`src/rtl/chan_scan_capture.sv`:
```
// Time-division scanner over NCH single-bit channels with a skip mask.
// Each completed sweep is assembled into a snapshot with a one-cycle valid pulse.
module chan_scan_capture #(
    parameter  int NCH   = 4,
    localparam int SEL_W = (NCH > 2) ? $clog2(NCH) : 1
) (
    input  logic             clk,
    input  logic             reset,
    input  logic             en,
    input  logic             mode,
    input  logic             start,
    input  logic [NCH-1:0]   ch_mask,
    input  logic [NCH-1:0]   din,
    output logic [SEL_W-1:0] sel,
    output logic             data,
    output logic [NCH-1:0]   onehot,
    output logic [NCH-1:0]   snap,
    output logic             snap_valid,
    output logic             busy
);

    typedef enum logic {
        IDLE = 1'b0,
        SCAN = 1'b1
    } state_t;

    state_t           state, state_n;
    logic [SEL_W-1:0] sel_n;
    logic [NCH-1:0]   onehot_n, snap_n, shadow, shadow_n, amask, amask_n, cap;
    logic             snap_valid_n, amode, amode_n;
    logic [SEL_W:0]   above;

    function automatic logic [SEL_W-1:0] lowest_bit(input logic [NCH-1:0] m);
        lowest_bit = '0;
        for (int i = NCH - 1; i >= 0; i--)
            if (m[i]) lowest_bit = SEL_W'(i);
    endfunction

    // Returns {found, index} of the nearest set bit strictly above s.
    function automatic logic [SEL_W:0] next_above(input logic [NCH-1:0] m,
                                                  input logic [SEL_W-1:0] s);
        next_above = '0;
        for (int i = NCH - 1; i >= 0; i--)
            if (m[i] && (i > int'(s))) next_above = {1'b1, SEL_W'(i)};
    endfunction

    assign data  = din[sel];
    assign busy  = (state == SCAN);
    assign above = next_above(amask, sel);

    always_comb begin
        state_n      = state;
        sel_n        = sel;
        onehot_n     = '0;
        snap_n       = snap;
        snap_valid_n = 1'b0;
        shadow_n     = shadow;
        amask_n      = amask;
        amode_n      = amode;
        cap          = '0;

        case (state)
            IDLE: begin
                if (en && (ch_mask != '0) && (!mode || start)) begin
                    state_n  = SCAN;
                    amask_n  = ch_mask;
                    amode_n  = mode;
                    shadow_n = '0;
                    sel_n    = lowest_bit(ch_mask);
                end
            end
            SCAN: begin
                if (!en && above[SEL_W]) begin
                    state_n = IDLE;
                end else begin
                    shadow_n[sel] = din[sel];
                    onehot_n      = din[sel] ? (NCH'(1) << sel) : '0;
                    if (above[SEL_W]) begin
                        sel_n = above[SEL_W-1:0];
                    end else begin
                        // Last visited channel: publish the sweep, even if en just fell.
                        cap          = shadow;
                        cap[sel]     = din[sel];
                        snap_n       = cap & amask;
                        snap_valid_n = 1'b1;
                        sel_n        = lowest_bit(amask);
                        if (!amode && en && !mode && (ch_mask != '0)) begin
                            amask_n  = ch_mask;
                            amode_n  = mode;
                            shadow_n = '0;
                            sel_n    = lowest_bit(ch_mask);
                        end else begin
                            state_n = IDLE;
                        end
                    end
                end
            end
            default: state_n = IDLE;
        endcase
    end

    always_ff @(posedge clk or posedge reset) begin
        if (reset) begin
            state      <= IDLE;
            sel        <= '0;
            onehot     <= '0;
            snap       <= '0;
            snap_valid <= 1'b0;
            shadow     <= '0;
            amask      <= '0;
            amode      <= 1'b0;
        end else begin
            state      <= state_n;
            sel        <= sel_n;
            onehot     <= onehot_n;
            snap       <= snap_n;
            snap_valid <= snap_valid_n;
            shadow     <= shadow_n;
            amask      <= amask_n;
            amode      <= amode_n;
        end
    end

endmodule

```
`config.mk`:
```
export PLATFORM = sky130hd
export DESIGN_NAME = chan_scan_capture
export DESIGN_NICKNAME = d
export VERILOG_FILES = /design/src/rtl/chan_scan_capture.sv
export SDC_FILE = /design/constraint.sdc
export NUM_CORES = 1
export LEC_CHECK = 0
export ABC_AREA = 1
export CAP_MARGIN = 20
export CORE_AREA = 2 2 58 60
export CTS_CLUSTER_DIAMETER = 100
export DETAILED_ROUTE_END_ITERATION = 7
export DIE_AREA = 0 0 60 62
export DONT_BUFFER_PORTS = 1
export MAX_ROUTING_LAYER = met4
export PLACE_DENSITY = 0.5
export REMOVE_ABC_BUFFERS = 1
export SETUP_SLACK_MARGIN = 0.15
export SYNTH_ARGS = -nofsm -noshare
export SYNTH_HDL_FRONTEND = slang
export SYNTH_SLANG_ARGS = --single-unit
```
`constraint.sdc`:
```
create_clock -name clk -period 1.5 [get_ports clk]
set_input_delay 0.15 -clock clk [delete_from_list [all_inputs] [get_ports clk]]
set_output_delay 0.15 -clock clk [all_outputs]
set_load 0.05 [all_outputs]
```
==> reports/metrics.cfg, run 1 <==
[status]
status = finished, final reports clean

[power_and_ir_drop]
intPower_w = 0.00191
power_w = 0.00394
combPwrFrac = 0.632
power_density_nw_per_um2 = 2340
seq_power_share = 0.293
leakage_nw = 0.825
switchingPower_w = 0.00203
ir_drop_v = 0.000978
clkPwrFrac = 0.074
p_sw_frac = 0.515

[layout]
drive_gt1_frac = 0.376
synthToLayoutAreaGrowth_pct = 48.0
layout_commonest_cell = nand2_1
layout_common_cells = 33 x nand2_1, 18 x dfrtp_1, 14 x inv_1, 14 x nand3_1, 12 x nor2_1
finalNetCount = 200
final_cells = 232
antenna_cells = 0

[floorplan]
core_um2 = 3180
die_x_um = 60
dieHeight_um = 62
io_pins = 26
die-area_um2 = 3720
initial_core_util = 0.359
core.rowCount = 21

[clock_network]
clk-insertion-delay-late_ns = 0.32
clockBufferDepth = 2
cts_made_buffers = 3
cts.sinks = 21
cts-htree-levels = 1
cts-root-buf = clkbuf_4
cts.clk_slew.worst_paths_ns = 0.13
cts_tree = yes

[setup_path]
critPathLaunch = sel[1]
critPathCaptureType = output port
critPathLaunchType = flip-flop
worstSetupEndpoint = data
rrSetupSlack_ns = 0.03
crit_arrival_ns = 1.34
worstReg2RegStart = sel[1]
required_ns = 1.35
cp_max_fo = 4
worst-setup-path-type = reg2out
timing.rr.end = sel[0]
reg2regPathDepth = 10

[timing]
max_slew_margin = 0.680
min_period_over_period = 0.993
clock_skew_ns = 0.00482
min_period_ns = 1.49
worst_pin_slew_ns = 0.479
tns_ns = 0
setup_viol = 0
max_freq_mhz = 671
fin_ws_ns = 0.0100
whs_ns = 0.120
rsz0062_at_grt = yes
hold_violations = 0
final_max_slew_viol_count = 0

[synthesis]
yosysSeqAreaShare = 0.461
yosys_warnings = 0
syn_inst = 150
synth_cell_type_count = 18
mappedNetlistArea_um2 = 1140
ys_ff_latch = 21
synth.avg_cell_area_um2 = 7.60

[route]
vias_per_cell = 4.72
via_count = 1096
drtIter0Drc = 37
routed_wl_um = 3190
routedWlPerCell_um = 13.7
drc = 0
ant_nets = 0
dr.pass1.iters = 4

[global_routing]
first_global_vias = 1001
track_usage = 0.172
grt_max_degree = 16
gr-total-overflow = 0
antenna_found_initial = 0
grt_pass1_wl_um = 4590

[place]
place_inst = 206
place_congestion = 0.873
dpl_worst_slack_ns = 0.0902
port_buffers = 0
hpwl_um = 2080

[run]
max-cap-violations = 0

[worst_hold_path]
hold_path_class = in2reg

registers in the layout (all words and copies together), names as in the netlist:
| signal | flops |
|---|---|
| amode | 1 |
| sel | 2 |
| snap | 4 |
| busy | 1 |
| amask | 4 |
| onehot | 4 |
| snap_valid | 1 |
| shadow | 4 |
synthesized netlist by cell type, drive strengths merged:
library cell	instances	area, µm²
inv	21	81.3
nor2	16	62.6
buf	2	22.5
dfrtp	21	526
o21ai	13	80.1
nand3	19	108
nor3	1	5.00
a21oi	6	33.8
nand2	51	221
routing by layer:
layer,up-vias,global-route usage,wire (µm)
li1,545,-,-
met1,515,0.215,1410
met2,30,0.281,1570
met3,6,0.0311,137
met4,0,0.0571,70
met5,-,-,0
critical path: stages (launching register included):
cell,delay [ns]
dfrtp_2,0.47
buf_12,0.17
nor2_4,0.09
nand2_2,0.07
nand3_2,0.09
buf_12,0.14
per-stage QoR:
step	utilization	instance area, µm²
2_1_floorplan	-	1120
3_3_place_gp	0.402	1280
3_5_place_dp	0.402	1280
4_1_cts	0.476	1510
5_1_grt	0.531	1690
6_report	0.531	1690
how the worst min path moves through the flow:
| stage | end | depth (start not counted) | slack [ns] | start |
|---|---|---|---|---|
| after floorplan | amask[0] | 1 | 0.13 | reset |
| after global placement | amask[1] | 1 | -0.007 | reset |
| after detailed placement | amask[0] | 1 | -0.02 | reset |
| after CTS | sel[1] | 5 | 0.12 | ch_mask[0] |
| after global routing | sel[1] | 5 | 0.14 | ch_mask[0] |
| final | sel[1] | 5 | 0.12 | ch_mask[0] |
power by group through the flow:
stage	sequential, W	combinational [W]	clock [W]
final	0.00116	0.00249	0.000294
after global routing	0.00119	0.00268	0.000327
after CTS	0.00112	0.00197	0.000287
after detailed placement	0.00113	0.00165	0
after global placement	0.00112	0.00163	0
after floorplan	0.00123	0.000999	0
cells by family (layout without fill, tap and decap cells):
| group | count (synthesis) | in the layout | share of synthesized area |
|---|---|---|---|
| flip-flops | 21 | 21 | 0.461 |
| AND/OR/NAND/NOR | 87 | 88 | 0.348 |
| buffers and inverters | 23 | 58 | 0.0911 |
| AO/OA/AOI/OAI | 19 | 19 | 0.0999 |
what timing repair did:
item	in CTS	in global routing
buffers inserted	4	6
setup endpoints to repair	13	22
pin swaps	6	12
hold endpoints to repair	30	0
gates cloned	1	1
hold buffers	10	0
resized for setup	19	39
cell type report:
class	count	area, µm²
Multi-Input combinational cell	107	641
Fill cell	285	1490
Tap cell	46	57.6
Clock buffer	4	26.3
Sequential cell	21	529
Timing Repair Buffer	33	342
Inverter	21	91.3
No activity file was read; power rests on OpenSTA's default activity.
==> run 2: changes to the inputs <==
--- a/config.mk
+++ b/config.mk
@@ -7,10 +7,10 @@
 export LEC_CHECK = 0
 export ABC_AREA = 1
 export CAP_MARGIN = 20
-export CORE_AREA = 2 2 58 60
+export CORE_AREA = 3 3 59 61
 export CTS_CLUSTER_DIAMETER = 100
 export DETAILED_ROUTE_END_ITERATION = 7
-export DIE_AREA = 0 0 60 62
+export DIE_AREA = 0 0 62 64
 export DONT_BUFFER_PORTS = 1
 export MAX_ROUTING_LAYER = met4
 export PLACE_DENSITY = 0.5
==> run 2 against run 1 <==
The flow now finishes with violations (negative setup slack). Total power shrank 0.61%. Via count shrank 0.55%. Combinational power is essentially flat. Sequential share of layout area shrank 0.12 points. Clock-buffer cell count shrank 1. Critical path type unchanged. Largest cell class unchanged. Largest power group unchanged. Highest routed layer unchanged.
==> reports/metrics.cfg, run 2 (same netlist as run 1, synthesis figures left out) <==
[status]
status = finished, violations left
violations = negative setup slack

[global_routing]
gr-total-overflow = 0  ; unchanged
antenna_found_initial = 0  ; unchanged
met3_usage = 0.0303  ; -0.000753
first_global_vias = 1105  ; +10%
busiest_layer = met2
grtUsageMet1 = 0.234  ; +0.0182
met2_usage = 0.238  ; -0.0427
grt_pass1_wl_um = 4890  ; +6.6%
grt_max_degree = 16  ; unchanged
track_usage = 0.168  ; -0.00409

[setup_path]
critPathMaxStageDelay_ns = 0.47  ; about the same
crit_top_cell = buf_12
critPathCaptureType = output port
crit_arrival_ns = 1.38  ; +0.04 ns
critPathLaunchType = flip-flop
worst_path_max_delay_cell = dfrtp_2
reg2regPathDepth = 9  ; -1
required_ns = 1.35  ; about the same
worst-setup-path-type = reg2out
cp_max_fo = 4  ; unchanged
path_cells = buf_12 -> nor2_4 -> nand2_2 -> nand3_2 -> buf_12

[clock_network]
clockBufferDepth = 2  ; unchanged
cts-root-buf = clkbuf_4
cts_made_buffers = 3  ; unchanged
clk-insertion-delay-late_ns = 0.31  ; about the same
cts.clk_slew.worst_paths_ns = 0.13  ; about the same
cts_tree = yes
cts.sinks = 21  ; unchanged
cts-htree-levels = 1  ; unchanged

[power_and_ir_drop]
ir_drop_v = 0.00119  ; +22%
power_density_nw_per_um2 = 2310  ; -0.98%
leakage_nw = 0.812  ; -1.5%

[timing]
final_max_slew_viol_count = 0  ; unchanged
fin_ws_ns = -0.0279  ; -0.0379 ns
tns_ns = -0.0279  ; -0.0279 ns
hold_violations = 0  ; unchanged
min_period_ns = 1.53  ; +0.0379 ns
max_slew_margin = 0.669  ; -0.0110
setup_viol = 1  ; +1
max_freq_mhz = 655  ; -2.5%
min_period_over_period = 1.02  ; +0.0252
rsz0062_at_grt = yes
worst_pin_slew_ns = 0.496  ; +0.0165 ns
clock_skew_ns = 0.0123  ; +0.00748 ns

[route]
drc = 0  ; unchanged
routed_wl_um = 3000  ; -5.7%
ant_nets = 0  ; unchanged
drtIter0Drc = 20  ; -46%
routedWlPerCell_um = 13.2  ; -3.6%
dr.pass1.iters = 6  ; +2
via_count = 1090  ; -0.55%
vias_per_cell = 4.80  ; +1.6%

[layout]
drive_gt1_frac = 0.404  ; +0.0280
synthToLayoutAreaGrowth_pct = 48.5
fillCellCount = 272  ; -4.6%
layout_commonest_cell = nand2_1
antenna_cells = 0  ; unchanged
finalNetCount = 197  ; -1.5%
layout_common_cells = 31 x nand2_1, 18 x dfrtp_1, 15 x inv_1, 15 x nand3_1, 13 x nand2_2

[run]
max-cap-violations = 0  ; unchanged

[floorplan]
die-area_um2 = 3970  ; +6.7%
core.rowCount = 20  ; -4.8%
core_um2 = 3030  ; -4.8%
initial_core_util = 0.376  ; +0.0179
dieHeight_um = 64  ; +3.2%
die_x_um = 62  ; +3.3%
io_pins = 26  ; unchanged

[place]
place_congestion = 0.900  ; +3.1%
hpwl_um = 2020  ; -2.8%
port_buffers = 0  ; unchanged
dpl_worst_slack_ns = 0.116  ; +0.0255 ns

[worst_hold_path]
hold_depth = 3  ; -2
hold_path_class = in2reg

==> run 2: cell types whose count changed in the layout (fill, tap and decap cells not counted), moves of 2 or more <==
| cell | before | now |
|---|---|---|
| inv_2 | 3 | 1 |
| nand2_4 | 7 | 5 |
| nand2_2 | 10 | 13 |
| buf_6 | 7 | 9 |
| nor2_1 | 12 | 8 |
| buf_4 | 11 | 9 |
| nand2_1 | 33 | 31 |
| nor2_4 | 2 | 4 |
| nor2_2 | 2 | 4 |
==> run 2: critical path: cells and delay by family, from the launching register on <==
kind	cells	cell delay, ns
flops	1	0.47
buf+inv	2	0.31
simple gates	3	0.29
==> run 2: area by class of cell <==
| cell class | count | area [µm²] | area share |
|---|---|---|---|
| Sequential cell | 21 | 529 | 0.313 |
| Multi-Input combinational cell | 107 | 668 | 0.395 |
| Timing Repair Buffer | 30 | 314 | 0.186 |
| Inverter | 21 | 98.8 | 0.0584 |
| Clock inverter | 1 | 5.00 | 0.00296 |
| Clock buffer | 3 | 22.5 | 0.0133 |
| Tap cell | 44 | 55.1 | 0.0325 |
==> run 2: final timing paths <==
kind	start	end	slack, ns
hold reg to reg	amode	amode	0.49
hold / removal	din[1]	onehot[1]	0.07
setup / recovery	sel[1]	data	-0.03
setup reg to reg	sel[1]	shadow[3]	0.05
max in group asynchronous	reset	busy	0.80
min in group asynchronous	reset	amask[3]	0.21
==> run 2: routing by layer <==
layer	up-vias	wire (µm)
met3	2	118
met1	519	1300
met4	0	31
met5	-	0
met2	28	1550
li1	541	-
==> run 2: through the flow <==
step                utilization  cells  hold slack, ns  power, W  cell area [µm²]
CTS                       0.506    224          0.0391   0.00344             1530
finish                    0.559    227          0.0691   0.00392             1690
global route              0.559    227          0.0462   0.00421             1690
floorplan                     -    148           0.127   0.00223             1120
detailed placement        0.414    201         -0.0158   0.00271             1250
global placement          0.414    201         -0.0205   0.00271             1250
==> run 2: timing repair <==
action	in CTS	in global routing
hold buffers	9	0
pin swaps	7	12
gates cloned	2	0
resized for setup	26	45
setup endpoints to repair	12	22
buffers inserted	8	3
endpoints found under the hold margin	29	0
==> run 2: report_power, final <==
part | internal [W] | switching, W
Combinational | 0.00105 | 0.00141
Clock | 0.0000995 | 0.000178
Sequential | 0.000761 | 0.000422
